===== config.mk =====
export PLATFORM = sky130hd
export DESIGN_NAME = seq_div8x4
export DESIGN_NICKNAME = d
export VERILOG_FILES = /design/src/rtl/seq_div_pkg.sv /design/src/rtl/div_step.sv /design/src/rtl/seq_div8x4.sv
export SDC_FILE = /design/constraint.sdc
export NUM_CORES = 1
export LEC_CHECK = 0
export BUFFER_PORTS_ARGS = -buffer_cell sky130_fd_sc_hd__buf_2
export CORE_MARGIN = 2
export CORE_UTILIZATION = 54
export DETAILED_ROUTE_END_ITERATION = 8
export HOLD_SLACK_MARGIN = 0.08
export PLACE_DENSITY = 0.82
export SYNTH_ARGS = -nofsm -noshare
export SYNTH_HDL_FRONTEND = slang
export SYNTH_SLANG_ARGS = --single-unit

===== constraint.sdc =====
create_clock -name clk -period 2.3 [get_ports clk]
set_input_delay 0.115 -clock clk [delete_from_list [all_inputs] [get_ports clk]]
set_output_delay 0.115 -clock clk [all_outputs]
set_load 0.05 [all_outputs]

===== src/rtl/seq_div_pkg.sv =====
// Shared types and sizing for the sequential 8/4 restoring divider.
// Latency: n/a (declarations only).
// Backpressure: n/a.
package seq_div_pkg;

    localparam int DIVIDEND_W = 8;
    localparam int DIVISOR_W  = 4;
    localparam int ITERATIONS = 8;
    localparam int CNT_W      = $clog2(ITERATIONS);

    typedef enum logic [1:0] {
        ST_IDLE = 2'd0,
        ST_RUN  = 2'd1,
        ST_DONE = 2'd2
    } state_t;

endpackage


===== src/rtl/div_step.sv =====
// One restoring-division iteration: shift in a dividend bit, compare, subtract.
// Latency: purely combinational.
// Backpressure: none; evaluated every cycle, used only while the FSM runs.
module div_step
    import seq_div_pkg::*;
(
    input  logic [DIVISOR_W-1:0] p_in,
    input  logic                 dvd_bit,
    input  logic [DIVISOR_W-1:0] divisor,
    output logic [DIVISOR_W-1:0] p_out,
    output logic                 q_bit
);

    // The stored remainder is always below the divisor, so four bits hold it;
    // the shifted trial value needs the fifth bit.
    logic [DIVISOR_W:0] shifted;

    assign shifted = {p_in, dvd_bit};

    // Restore-or-subtract decision; the result always fits back in four bits.
    always_comb begin
        q_bit = 1'b0;
        p_out = shifted[DIVISOR_W-1:0];
        if (shifted >= {1'b0, divisor}) begin
            q_bit = 1'b1;
            p_out = DIVISOR_W'(shifted - {1'b0, divisor});
        end
    end

endmodule


===== src/rtl/seq_div8x4.sv =====
// Sequential unsigned 8-bit by 4-bit restoring divider, one quotient bit per cycle.
// Latency: done pulses 9 cycles after an accepted start (1 cycle if divisor is 0).
// Backpressure: start is ignored while busy; results hold until the next accepted start.
module seq_div8x4
    import seq_div_pkg::*;
(
    input  logic                  clk,
    input  logic                  rst_n,
    input  logic                  start,
    input  logic [DIVIDEND_W-1:0] a,
    input  logic [DIVISOR_W-1:0]  b,
    output logic                  busy,
    output logic                  done,
    output logic [DIVIDEND_W-1:0] q,
    output logic [DIVISOR_W-1:0]  r,
    output logic                  div_zero
);

    state_t                state;
    state_t                state_next;
    logic                  accept;
    logic                  last_iter;

    // Dividend bits shift out of the top while quotient bits shift in at the
    // bottom, so after the last iteration this register holds the quotient.
    logic [DIVIDEND_W-1:0] dvd;
    logic [DIVISOR_W-1:0]  dsr;
    logic [DIVISOR_W-1:0]  p;
    logic [CNT_W-1:0]      cnt;

    logic [DIVISOR_W-1:0]  p_step;
    logic                  q_bit;

    assign accept    = start && (state != ST_RUN);
    assign last_iter = (cnt == CNT_W'(ITERATIONS - 1));
    assign busy      = (state == ST_RUN);
    assign done      = (state == ST_DONE);

    div_step u_step (
        .p_in    (p),
        .dvd_bit (dvd[DIVIDEND_W-1]),
        .divisor (dsr),
        .p_out   (p_step),
        .q_bit   (q_bit)
    );

    // Next-state selection; a zero divisor skips RUN entirely.
    always_comb begin
        state_next = state;
        case (state)
            ST_IDLE, ST_DONE: begin
                if (start) begin
                    state_next = (b == '0) ? ST_DONE : ST_RUN;
                end else begin
                    state_next = ST_IDLE;
                end
            end
            ST_RUN: begin
                if (last_iter) begin
                    state_next = ST_DONE;
                end
            end
            default: state_next = ST_IDLE;
        endcase
    end

    // State register, operand capture, iteration datapath and result latch.
    always_ff @(posedge clk) begin
        if (!rst_n) begin
            state    <= ST_IDLE;
            dvd      <= '0;
            dsr      <= '0;
            p        <= '0;
            cnt      <= '0;
            q        <= '0;
            r        <= '0;
            div_zero <= 1'b0;
        end else begin
            state <= state_next;
            if (accept) begin
                dvd <= a;
                dsr <= b;
                p   <= '0;
                cnt <= '0;
                if (b == '0) begin
                    q        <= '1;
                    r        <= a[DIVISOR_W-1:0];
                    div_zero <= 1'b1;
                end
            end else if (state == ST_RUN) begin
                dvd <= {dvd[DIVIDEND_W-2:0], q_bit};
                p   <= p_step;
                cnt <= cnt + 1'b1;
                // Outputs only change on the final iteration so no partial
                // quotient is ever visible.
                if (last_iter) begin
                    q        <= {dvd[DIVIDEND_W-2:0], q_bit};
                    r        <= p_step;
                    div_zero <= 1'b0;
                end
            end
        end
    end

endmodule


==> results.py <==
metrics = {
    "power_and_ir_drop": {
        "p_sw_mw": 0.3701,
        "p_sw_share_pct": 29.84,
        "power_frac_seq_pct": 51.8,
        "power_density_nw_per_um2": 686.0,
        "intPower_mw": 0.8703,
        "clockPowerShare_pct": 28.4,
        "power_leakage_nw": 0.7853,
        "vdd_drop_max_mv": 0.5636,
        "combPwrFrac_pct": 19.8,
    },
    "route": {
        "routed_wirelength_mm": 3.522,
        "routedWlPerCell_um": 15.65,
        "drc_errors": 0,
        "antenna_left": 0,
        "drtIter0Drc": 51,
        "vias": 1343,
        "dr.pass1.iters": 4,
        "viasPerCell": 5.969,
    },
    "yosys": {
        "synth_ff_type": "dfxtp_1",
        "synthArstFlopShare_pct": 0,
        "yosys_register_bits": 34,
        "syn_nets": 182,
        "synth_cell_types": 39,
        "yosysWarnings": 0,
        "synth.avg_cell_area_um2": 9.697,
        "synth_area_um2": 1551,
        "synthCells": 160,
        "synth-edff-count": 0,
        "ys_seq_area_share_pct": 43.87,
    },
    "final_layout": {
        "instances_no_fill": 225,
        "drive_above_1_share_pct": 28.35,
        "finalNetCount": 215,
        "layout_common_cells": "34 x dfxtp_1, 29 x buf_2, 16 x nand2_1",
        "final_util_pct": 66.13,
        "final_common_cell": "dfxtp_1",
        "diodes": 0,
        "stdcell_area_um2": 1808,
        "area_growth_pct": 16.53,
    },
    "clock_network": {
        "cts_buffers": 5,
        "cts.clk_slew.worst_paths_ps": 110,
        "ctsResizeCount": 0,
        "clock-sinks": 34,
        "cts_tree": "built",
        "postCtsHoldBufs": 4,
        "worstSkewPairLatency_ps": 340,
        "post_cts_buffers": 0,
        "h-tree-depth": 2,
        "max-clock-path-buffers": 2,
        "clock-root-buffer": "clkbuf_4",
    },
    "place": {
        "placed_cells": 213,
        "placed_cell_area_um2": 1708,
        "hpwl_mm": 2.447,
        "pre_cts_ws_ps": 536.8,
        "place_congestion": 0.8522,
        "numPortBuffers": 29,
    },
    "setup_path": {
        "crit_path_top_delay_cell": "dfxtp_1",
        "max_stage_delay_ps": 340,
        "cp.required_ps": 2560,
        "worst-path-buf-inv": 1,
        "critPathTopFamily": "compound AO/OA/AOI/OAI gates",
        "worstSetupPathType": "flip-flop to flip-flop",
        "start_kind": "flip-flop",
        "reg2reg_slack_ps": 520,
        "arrival_ps": 2040,
        "crit_path_end_kind": "flip-flop",
        "cp_cell_sequence": "inv_1 -> ha_1 -> or2_1 -> a21boi_2 -> a31oi_4 -> mux2_4 -> o22ai_1",
        "path_max_fanout": 6,
    },
    "floorplanning": {
        "die_x_um": 57.60,
        "initial_core_util_pct": 56.75,
        "design.core.area_um2": 2734,
        "row_count": 19,
        "chipHeight_um": 57.60,
        "dieArea_um2": 3318,
        "pin_count": 30,
    },
    "timing": {
        "fmax_ghz": 0.5623,
        "fin_crit_sh_pct": 77.32,
        "tns_ps": 0,
        "fin_crit_ps": 1778,
        "finalHoldViolCount": 0,
        "fin_skew_ps": 12.64,
        "drv_slew": 0,
        "rsz0062_at_grt": "false",
        "worst_slack_ps": 521.7,
        "slew_headroom_pct": 68.68,
        "worst_pin_slew_ps": 466.9,
        "finalSetupViolCount": 0,
    },
    "run": {
        "cap_violations": 0,
    },
    "worst_hold_path": {
        "hold_class": "input pin to flip-flop",
    },
    "global_routing": {
        "grt_pass1_vias": 1306,
        "grt_max_degree": 26,
        "grt-ovfl-total": 0,
        "grt_use_total_pct": 22.95,
        "grt_pass1_wl_mm": 5.851,
        "grt_antenna_before_repair": 0,
    },
    "outcome": {
        "status": "finished clean",
    },
}
==> synthesized netlist by cell type, types with 2 or more instances <==
| cell type | number | area share, % |
|---|---|---|
| buf_2 | 4 | 1.3 |
| nand2_1 | 16 | 3.9 |
| a211oi_1 | 8 | 3.9 |
| o21ai_0 | 2 | 0.65 |
| clkbuf_1 | 2 | 0.48 |
| o221a_2 | 8 | 5.8 |
| mux2i_1 | 10 | 6.5 |
| o22ai_1 | 7 | 2.8 |
| buf_1 | 2 | 0.48 |
| dfxtp_1 | 34 | 44 |
| inv_1 | 7 | 1.7 |
| a21oi_1 | 8 | 2.6 |
| nand3_1 | 5 | 1.6 |
| nor2_1 | 13 | 3.1 |
| nor2b_1 | 2 | 0.81 |
| ha_1 | 6 | 4.8 |
| a22oi_1 | 4 | 1.9 |
==> power groups by stage <==
stage | Combinational [mW] | Clock, mW | Sequential, mW
after CTS | 0.246 | 0.352 | 0.641
final | 0.246 | 0.352 | 0.642
after floorplan | 0.173 | 0 | 0.662
after global routing | 0.269 | 0.378 | 0.645
after global placement | 0.231 | 0 | 0.653
after detailed placement | 0.239 | 0 | 0.655
==> metrics by stage <==
step           hold WS (ps)  power, mW
5_1_grt               106.2      1.292
3_5_place_dp          404.8     0.8942
4_1_cts               81.16      1.239
6_report              80.53      1.240
2_1_floorplan         262.5     0.8357
3_3_place_gp          398.0     0.8835
==> registers in the layout (all words and copies together), names as in the netlist <==
name / count
state: 2
cnt: 3
dsr: 4
div_zero: 1
p: 4
q: 8
dvd: 8
r: 4
==> worst min-delay path: stages <==
cell,delay [ps]
buf_2,90
a22oi_1,70
o22ai_1,110
==> worst paths after layout <==
kind                       start             endpoint  depth (start not counted)
max          dsr[2]$_SDFFE_PN0P_    r[0]$_SDFFE_PN0P_                          7
min                         a[0]    r[0]$_SDFFE_PN0P_                          3
max reg2reg  dsr[2]$_SDFFE_PN0P_    r[0]$_SDFFE_PN0P_                          7
min reg2reg  cnt[1]$_SDFFE_PP0P_  cnt[1]$_SDFFE_PP0P_                          2
==> logic make-up (layout without fill, tap and decap cells) <==
kind of cell	Yosys count	after routing	synth area share [%]
xor gates and xnor gates	2	2	1.129
AOI/OAI and AO/OA	45	45	22.90
and+or+nand+nor	43	43	13.63
DFF	34	34	43.87
buffers and inverters	18	52	4.920
adders and majority gates	7	7	6.129
muxes	11	11	7.419
==> final cells by class <==
type                    instances  area [um^2]
fillers                       203        925.9
multi-input cells             108        794.5
flip-flops and latches         34        680.7
repair buffers                 35        200.2
clock buffers                   7        55.05
well taps                      31        38.79
inverters                       9        33.78
clock inverters                 1        5.005
==> per-layer routing <==
| layer | wire (um) | track usage, % |
|---|---|---|
| met5 | 0 | 0 |
| met1 | 1464 | 29.56 |
| met4 | 119 | 11.63 |
| met2 | 1740 | 35.88 |
| met3 | 198 | 5.442 |
No activity file was read; power rests on OpenSTA's default activity.
